File: src/rtl/digit_serial_adder_if.sv
// digit_serial_adder_if
// Handshake and data bundle between a controller and the digit-serial adder.
//   master (controller): drives start, a, b, cin, sub; observes busy, done, s, cout, ovf
//   slave  (adder)     : observes start, a, b, cin, sub; drives busy, done, s, cout, ovf
//   start      request a new operation (honoured only while busy is low)
//   a, b       WIDTH-bit operands
//   cin        carry-in for add, borrow-in for subtract
//   sub        0 = a+b+cin, 1 = a-b-cin
//   busy       operation in progress
//   done       one-cycle pulse, result valid from this cycle
//   s          WIDTH-bit result, held until the next operation completes
//   cout       raw carry out of the MSB (for subtract, 1 means no borrow)
//   ovf        two's-complement signed overflow
interface digit_serial_adder_if #(
  parameter int WIDTH = 16
);
  logic             start;
  logic [WIDTH-1:0] a;
  logic [WIDTH-1:0] b;
  logic             cin;
  logic             sub;
  logic             busy;
  logic             done;
  logic [WIDTH-1:0] s;
  logic             cout;
  logic             ovf;

  modport master (
    output start, a, b, cin, sub,
    input  busy, done, s, cout, ovf
  );

  modport slave (
    input  start, a, b, cin, sub,
    output busy, done, s, cout, ovf
  );
endinterface

File: src/rtl/digit_serial_adder.sv
// digit_serial_adder
// Adds or subtracts two WIDTH-bit operands DIGIT bits per clock, least
// significant digit first, using a DIGIT-bit ripple-carry slice and a carry
// register between digits. An operation takes NDIG = WIDTH/DIGIT cycles.
// Ports:
//   clk   rising-edge clock
//   rst   synchronous active-high reset
//   bus   digit_serial_adder_if slave modport (start/a/b/cin/sub in,
//         busy/done/s/cout/ovf out)
module digit_serial_adder #(
  parameter int WIDTH = 16,
  parameter int DIGIT = 4
) (
  input logic                clk,
  input logic                rst,
  digit_serial_adder_if.slave bus
);

  localparam int NDIG  = WIDTH / DIGIT;
  localparam int CNT_W = (NDIG > 1) ? $clog2(NDIG) : 1;
  localparam logic [CNT_W-1:0] LAST_DIG = CNT_W'(NDIG - 1);

  typedef enum logic {
    IDLE,
    RUN
  } state_t;

  state_t state;
  state_t state_next;

  logic [WIDTH-1:0] op_a;
  logic [WIDTH-1:0] op_b;
  logic             carry;
  logic [CNT_W-1:0] dig_cnt;
  logic [WIDTH-1:0] acc;
  logic [WIDTH-1:0] acc_next;

  logic [WIDTH-1:0] s_q;
  logic             cout_q;
  logic             ovf_q;
  logic             done_q;

  logic             accept;
  logic             last_dig;

  logic [DIGIT-1:0] a_dig;
  logic [DIGIT-1:0] b_dig;
  logic [DIGIT-1:0] dig_sum;
  logic [DIGIT:0]   chain;

  // State register.
  always_ff @(posedge clk) begin
    if (rst) begin
      state <= IDLE;
    end else begin
      state <= state_next;
    end
  end

  // Next-state logic; start is only looked at while idle, so a start during
  // RUN is simply dropped.
  always_comb begin
    state_next = state;
    accept     = 1'b0;
    last_dig   = 1'b0;
    case (state)
      IDLE: begin
        if (bus.start) begin
          accept     = 1'b1;
          state_next = RUN;
        end
      end
      RUN: begin
        if (dig_cnt == LAST_DIG) begin
          last_dig   = 1'b1;
          state_next = IDLE;
        end
      end
      default: state_next = IDLE;
    endcase
  end

  // One DIGIT-bit ripple slice. chain[DIGIT-1] is the carry into the slice
  // MSB; on the last digit that is the carry into bit WIDTH-1, which the
  // overflow flag needs.
  always_comb begin
    a_dig    = op_a[dig_cnt*DIGIT +: DIGIT];
    b_dig    = op_b[dig_cnt*DIGIT +: DIGIT];
    chain    = '0;
    dig_sum  = '0;
    chain[0] = carry;
    for (int i = 0; i < DIGIT; i++) begin
      dig_sum[i]  = a_dig[i] ^ b_dig[i] ^ chain[i];
      chain[i+1]  = (a_dig[i] & b_dig[i]) | (chain[i] & (a_dig[i] ^ b_dig[i]));
    end
    acc_next = acc;
    acc_next[dig_cnt*DIGIT +: DIGIT] = dig_sum;
  end

  // Datapath. Partial sums build up in acc so s only moves on the done edge.
  // Subtraction stores ~b and an inverted carry-in: a + ~b + ~cin = a - b - cin.
  always_ff @(posedge clk) begin
    if (rst) begin
      op_a    <= '0;
      op_b    <= '0;
      carry   <= 1'b0;
      dig_cnt <= '0;
      acc     <= '0;
      s_q     <= '0;
      cout_q  <= 1'b0;
      ovf_q   <= 1'b0;
      done_q  <= 1'b0;
    end else begin
      done_q <= 1'b0;
      if (accept) begin
        op_a    <= bus.a;
        op_b    <= bus.sub ? ~bus.b : bus.b;
        carry   <= bus.cin ^ bus.sub;
        dig_cnt <= '0;
        acc     <= '0;
      end else if (state == RUN) begin
        acc   <= acc_next;
        carry <= chain[DIGIT];
        if (last_dig) begin
          dig_cnt <= '0;
          s_q     <= acc_next;
          cout_q  <= chain[DIGIT];
          ovf_q   <= chain[DIGIT-1] ^ chain[DIGIT];
          done_q  <= 1'b1;
        end else begin
          dig_cnt <= dig_cnt + 1'b1;
        end
      end
    end
  end

  assign bus.busy = (state == RUN);
  assign bus.done = done_q;
  assign bus.s    = s_q;
  assign bus.cout = cout_q;
  assign bus.ovf  = ovf_q;

endmodule

File: src/flat_wrapper.sv
// flat-port wrapper written by rule: the top's interface ports become plain ports
module digit_serial_adder_flat 
#(
  parameter int WIDTH = 16,
  parameter int DIGIT = 4
)
  (clk, rst, bus_start, bus_a, bus_b, bus_cin, bus_sub, bus_busy, bus_done, bus_s, bus_cout, bus_ovf);
  digit_serial_adder_if #(.WIDTH(WIDTH)) bus_i ();
  input logic clk;
  input logic rst;
  input wire logic [$bits(bus_i.start)-1:0] bus_start;
  input wire logic [$bits(bus_i.a)-1:0] bus_a;
  input wire logic [$bits(bus_i.b)-1:0] bus_b;
  input wire logic [$bits(bus_i.cin)-1:0] bus_cin;
  input wire logic [$bits(bus_i.sub)-1:0] bus_sub;
  output wire logic [$bits(bus_i.busy)-1:0] bus_busy;
  output wire logic [$bits(bus_i.done)-1:0] bus_done;
  output wire logic [$bits(bus_i.s)-1:0] bus_s;
  output wire logic [$bits(bus_i.cout)-1:0] bus_cout;
  output wire logic [$bits(bus_i.ovf)-1:0] bus_ovf;
  assign bus_i.start = bus_start;
  assign bus_i.a = bus_a;
  assign bus_i.b = bus_b;
  assign bus_i.cin = bus_cin;
  assign bus_i.sub = bus_sub;
  assign bus_busy = bus_i.busy;
  assign bus_done = bus_i.done;
  assign bus_s = bus_i.s;
  assign bus_cout = bus_i.cout;
  assign bus_ovf = bus_i.ovf;
  digit_serial_adder #(.WIDTH(WIDTH), .DIGIT(DIGIT)) u_core (.clk(clk), .rst(rst), .bus(bus_i));
endmodule
File: config.mk
export PLATFORM = sky130hd
export DESIGN_NAME = digit_serial_adder_flat
export DESIGN_NICKNAME = d
export VERILOG_FILES = /design/src/rtl/digit_serial_adder_if.sv /design/src/rtl/digit_serial_adder.sv /design/src/flat_wrapper.sv
export SDC_FILE = /design/constraint.sdc
export NUM_CORES = 1
export LEC_CHECK = 0
export ABC_AREA = 1
export CORE_MARGIN = 4
export CORE_UTILIZATION = 40
export DETAILED_ROUTE_END_ITERATION = 10
export GPL_ROUTABILITY_DRIVEN = 0
export GPL_TIMING_DRIVEN = 1
export SYNTH_ARGS = -nofsm -noshare
export SYNTH_HDL_FRONTEND = slang
export SYNTH_SLANG_ARGS = --single-unit
File: constraint.sdc
create_clock -name clk -period 5.7 [get_ports clk]
set_clock_uncertainty 0.05 [all_clocks]
set_input_delay 1.425 -clock clk [delete_from_list [all_inputs] [get_ports clk]]
set_output_delay 1.425 -clock clk [all_outputs]
set_load 0.01 [all_outputs]
## Yosys cells after proc, flatten, opt, wreduce, memory -nomap -nowiden

Index checks and enable logic that the tools add are counted.

| word-level totals | value |
|---|---|
| output and inout port bits | 20 |
| register bits | 71 |
| bits of input ports | 37 |

| operators by class | value |
|---|---|
| bitwise operators | 25 |
| shift-type cells | 4 |
| multiplexer cells | 12 |
| $add $sub $neg | 2 |
| reductions and logical operators | 4 |
| equal/unequal tests | 1 |

Operators by type and width:

| operator | number |
|---|---|
| $neg A4 Y34 | 1 |
| $shift A4 B34 Y16 const A | 1 |
| $shiftx A4 B34 Y16 | 1 |
| $shiftx A16 B5 Y4 | 2 |
| $bwmux W16 | 1 |
| $mux W16 | 1 |
| $not A16 Y16 | 1 |
| $xor A1 B1 Y1 | 10 |
| $and A1 B1 Y1 | 8 |
| $mux W1 | 8 |
| $or A1 B1 Y1 | 4 |
| $reduce_and A3 Y1 | 1 |
| $reduce_or A3 Y1 | 1 |
| $add A2 B1 Y2 const B | 1 |
| $eq A2 B2 Y1 const B | 1 |
| $mux W2 | 1 |
| $not A1 Y1 | 2 |
| $pmux W1 S2 | 1 |
| $reduce_bool A2 Y1 | 1 |
| $reduce_or A2 Y1 | 1 |

## Longest topological paths before layout

| depth | value |
|---|---|
| word-level depth | 12 |
| depth in mapped cells | 18 |
| depth with buffers taken out | 17 |

## Worst setup path before layout

Ideal clock, no wire load.

| path | value |
|---|---|
| path type | reg-to-reg |
| start | register u_core.dig_cnt[0] |
| end | register u_core.acc[11] |
| library setup time | 0.109 ns |
| buffers on the path | 1 |
| cell stages (with the launch flop) | 18 |
| clock period less this slack | 2.912 ns |
| arrival time | 2.753 ns |
| required time | 5.541 ns |
| slack | 2.788 ns |
| path through | dfxtp_1 -> clkbuf_1 -> nand2_1 -> o21ai_0 -> a21oi_1 -> fa_1 -> inv_1 -> fa_1 -> inv_1 -> fa_1 -> inv_1 -> fa_1 -> inv_1 -> nor2_1 -> nand3_1 -> nand3_1 -> nand2_1 -> inv_1 |

| on the way | value |
|---|---|
| longest elaborated chain between the ends | 11 |

RTL lines:

| element | RTL line | text |
|---|---|---|
| start, declared | digit_serial_adder.sv:34 | `logic [CNT_W-1:0] dig_cnt;` |
| start signal, assigned | digit_serial_adder.sv:131 | `dig_cnt <= dig_cnt + 1'b1;` |
| $shiftx A16 B5 Y4 (on tied branches) | digit_serial_adder.sv:87, digit_serial_adder.sv:88 |  |
| $xor A1 B1 Y1 | digit_serial_adder.sv:93, digit_serial_adder.sv:94 |  |
| $and A1 B1 Y1 | digit_serial_adder.sv:94 | `chain[i+1] = (a_dig[i] & b_dig[i]) \| (chain[i] & (a_dig[i] ^ b_dig[i]));` |
| $or A1 B1 Y1 | digit_serial_adder.sv:94 |  |
| $and A1 B1 Y1 | digit_serial_adder.sv:94 |  |
| $or A1 B1 Y1 | digit_serial_adder.sv:94 |  |
| $and A1 B1 Y1 | digit_serial_adder.sv:94 |  |
| $or A1 B1 Y1 | digit_serial_adder.sv:94 |  |
| $xor A1 B1 Y1 | digit_serial_adder.sv:93 | `dig_sum[i] = a_dig[i] ^ b_dig[i] ^ chain[i];` |
| $shiftx A4 B34 Y16 | digit_serial_adder.sv:97 | `acc_next[dig_cnt*DIGIT +: DIGIT] = dig_sum;` |
| $bwmux W16 * | digit_serial_adder.sv:97 |  |
| end signal, assigned | digit_serial_adder.sv:122 | `acc <= acc_next;` |
| end, declared | digit_serial_adder.sv:35 | `logic [WIDTH-1:0] acc;` |

Every way passes the cells marked *; elsewhere a longest branch is shown, timed or not.
A chain may end at the register's enable or synchronous reset.

## Worst setup path after layout

| path | value |
|---|---|
| start | register u_core.dig_cnt[1] |
| end | register u_core.s_q[7], in the netlist u_core.bus.s[7] |

| on the way | value |
|---|---|
| longest elaborated chain between the ends | 11 |

RTL lines:

| element | RTL line | text |
|---|---|---|
| $shiftx A16 B5 Y4 (on tied branches) | digit_serial_adder.sv:87, digit_serial_adder.sv:88 |  |
| $xor A1 B1 Y1 | digit_serial_adder.sv:93, digit_serial_adder.sv:94 |  |
| $and A1 B1 Y1 | digit_serial_adder.sv:94 |  |
| $or A1 B1 Y1 | digit_serial_adder.sv:94 |  |
| $and A1 B1 Y1 | digit_serial_adder.sv:94 |  |
| $or A1 B1 Y1 | digit_serial_adder.sv:94 |  |
| $and A1 B1 Y1 | digit_serial_adder.sv:94 |  |
| $or A1 B1 Y1 | digit_serial_adder.sv:94 |  |
| $xor A1 B1 Y1 | digit_serial_adder.sv:93 |  |
| $shiftx A4 B34 Y16 | digit_serial_adder.sv:97 |  |
| $bwmux W16 | digit_serial_adder.sv:97 |  |
| end signal, assigned | digit_serial_adder.sv:126 | `s_q <= acc_next;` |
| end, declared | digit_serial_adder.sv:38 | `logic [WIDTH-1:0] s_q;` |

Parallel ways exist; a longest one is shown, timed or not.

==> results.yml <==
sta:
  fin_crit_ns: 3.42
  tightest_slew_ns: 0.887
  slew_headroom_pct: 40.7
  max_freq_mhz: 292
  rsz0062_at_grt: "no"
  drv_slew: 0
  setup_violations: 0
  min_period_over_period_pct: 60.1
  setup_tns_ns: 0
  hold_viol: 0
global_routing:
  grt_pass1_vias: 2674
  grt_max_degree: 37
  grt_remaining_overflow: 0
  grt_pass1_wl_mm: 11.9
  track_usage_pct: 15.2
  antenna_found_initial: 0
routing:
  postRouteAntennaNets: 0
  vias: 2791
  drt_iter0_drc: 95
  drt_first_pass_iters: 4
  wl_per_cell_um: 11.5
  via_per_inst: 4.68
  wl_mm: 6.87
  drc_errors: 0
critical_path:
  cp-startpoint: "u_core.dig_cnt[1]$_SDFFE_PP0P_"
  start_kind: "register"
  cp-end-kind: "register"
  critical_path.endpoint: "u_core.bus.s[7]$_SDFFE_PP0P_"
  cp_data_required_time_ns: 5.94
  cp_max_fo: 12
  r2r_slack_ns: 2.28
  critPathKind: "reg -> reg"
  reg2reg_depth: 15
  rr_startpoint: "u_core.dig_cnt[1]$_SDFFE_PP0P_"
  cp.arrival_ns: 3.66
  r2r_end: "u_core.bus.s[7]$_SDFFE_PP0P_"
clocking:
  cts-root-buf: "clkbuf_8"
  numCtsBuffers: 9
  clock-sinks: 67
  clock_latency_ns: 0.34
  cts_setup_buffers: 0
  postCtsHoldBufs: 0
  cts_buffer_depth: 2
  cts_tree: "yes"
  htree_levels: 3
  cts_resized: 0
  clkSlewWorstSetupHoldPaths_ns: 0.07
synthesis:
  ys_seq_area_share_pct: 41.8
  synth.ff_latch_count: 67
  ys_types: 26
  avgSynthCellArea_um2: 7.17
  synth_area_leaders: "dfxtp_1 42%, nand2_1 11%, nor2_1 9.2%"
  syn_nets: 493
  synth_edf_count: 0
  synth_async_sr_flop_share_pct: 0
  synthFlopType: "dfxtp_1"
  synth_warnings: 0
  synth_top_area_share_pct: 41.8
  synth.largest_area_cell: "dfxtp_1"
  synthCells: 447
  syn_area_um2: 3210
floorplan:
  num_rows: 32
  pin_count: 57
  die-area_um2: 9510
  initial_core_util_pct: 41.3
  die_width_um: 97.5
  coreArea_um2: 7770
  die_y_um: 97.5
placement:
  dpl-instance-area_um2: 3760
  port_buffers: 56
  dp_hpwl_mm: 4.98
pwr:
  p_clk_share_pct: 33.4
  p_leak_nw: 1.74
  internal_power_w: 0.000743
  p_sw_w: 0.000273
  power_density_nw_per_um2: 258
  seqPwrFrac_pct: 49.8
  swShare_pct: 26.9
  max-vdd-ir-drop_mv: 0.122
  combPwrFrac_pct: 16.8
finish:
  final_cell_area_um2: 3930
  final_cell_mix: "92 x nand2_1, 79 x nor2_1, 67 x dfxtp_1"
  fillCellCount: 807
  layout.nets: 538
  area_growth_pct: 22.6
  mostFrequentLayoutCell: "nand2_1"
  drive_above_1_share_pct: 4.85
  diodes: 0
run_status:
  status: "completed"
run:
  drv_cap: 0
hold_path:
  min_path_type: "reg -> reg"
==> area by class of cell <==
cell class / instances / area, um2 / share of cell area, %
Multi-Input combinational cell: 316 / 1570 / 39.8
Sequential cell: 67 / 1340 / 34.1
Timing Repair Buffer: 59 / 583 / 14.8
Clock buffer: 11 / 151 / 3.85
Inverter: 39 / 146 / 3.72
Tap cell: 102 / 128 / 3.25
Clock inverter: 3 / 15.0 / 0.382
==> per-layer routing <==
layer | vias up | part of all wire (%) | track usage (%)
li1 | 1507 | - | -
met1 | 1225 | 47 | 18.0
met2 | 52 | 47 | 25.9
met3 | 7 | 4.3 | 4.52
met4 | 0 | 1.0 | 5.43
met5 | - | 0 | 0
==> cells by family (layout without fill, tap and decap cells) <==
family	count (synthesis)	after routing	synth area share [%]
and+or+nand+nor	205	205	26.0
AOI/OAI and AO/OA	85	85	13.7
DFF	67	67	41.8
buffers and inverters	64	112	9.36
xor gates and xnor gates	17	17	4.64
adders and majority gates	9	9	4.45
==> cell usage after synthesis (all sizes together) (5+ instances only) <==
cell type / n
a21oi: 30
buf: 18
clkbuf: 7
dfxtp: 67
ha: 5
inv: 38
nand2: 94
nand3: 27
nor2: 79
o21ai: 49
xnor2: 17
==> per-stage QoR <==
stage / setup WS, ns / power (W) / instances / util [%] / hold WS [ns]
6_report: 2.28 / 0.00102 / 597 / 50.6 / 0.400
5_1_grt: 1.96 / 0.00108 / 597 / 50.6 / 0.424
4_1_cts: 2.24 / 0.00103 / 597 / 50.6 / 0.404
3_5_place_dp: 2.26 / 0.000689 / 583 / 48.5 / 0.390
3_3_place_gp: 2.27 / 0.000686 / 583 / 48.5 / 0.385
2_1_floorplan: 2.79 / 0.000637 / 447 / - / 0.375
==> state kept, by name (all words and copies together) (netlist names) <==
register and flops:
u_core.op_b 16, u_core.op_a 16, u_core.bus.cout 1, u_core.bus.s 16
u_core.acc 12, u_core.bus.busy 1, u_core.bus.ovf 1, u_core.bus.done 1
u_core.dig_cnt 2, u_core.carry 1
==> critical path: stages, from the launching register on <==
cell and delay (ns):
dfxtp_1 0.59, clkinv_1 0.41, a21oi_1 0.34, fa_1 0.22
inv_1 0.05, fa_1 0.35, inv_1 0.08, fa_1 0.21
inv_1 0.06, fa_1 0.53, inv_1 0.05, nor2_1 0.14
nand3_1 0.12, nand2_1 0.09, nand2_1 0.05, nand2_1 0.05
==> worst min path at each step <==
| stage | end | start | slack, ns | depth (start not counted) |
|---|---|---|---|---|
| global placement | u_core.bus.s[4]$_SDFFE_PP0P_ | u_core.bus.s[4]$_SDFFE_PP0P_ | 0.39 | 2 |
| floorplan | u_core.op_a[0]$_SDFFE_PP0P_ | u_core.op_a[0]$_SDFFE_PP0P_ | 0.38 | 2 |
| CTS | u_core.bus.s[8]$_SDFFE_PP0P_ | u_core.bus.s[8]$_SDFFE_PP0P_ | 0.40 | 2 |
| global route | u_core.bus.s[4]$_SDFFE_PP0P_ | u_core.bus.s[4]$_SDFFE_PP0P_ | 0.42 | 2 |
| detailed placement | u_core.bus.s[8]$_SDFFE_PP0P_ | u_core.bus.s[8]$_SDFFE_PP0P_ | 0.39 | 2 |
| finish | u_core.bus.s[3]$_SDFFE_PP0P_ | u_core.bus.s[3]$_SDFFE_PP0P_ | 0.40 | 2 |
==> power by group through the flow <==
stage / logic, W / registers, W / clock network, W
after floorplan: 0.000124 / 0.000513 / 0
after detailed placement: 0.000173 / 0.000516 / 0
after global placement: 0.000170 / 0.000516 / 0
final: 0.000171 / 0.000506 / 0.000339
after CTS: 0.000173 / 0.000506 / 0.000351
after global routing: 0.000198 / 0.000509 / 0.000370
Power figures use the tool's default switching activity.
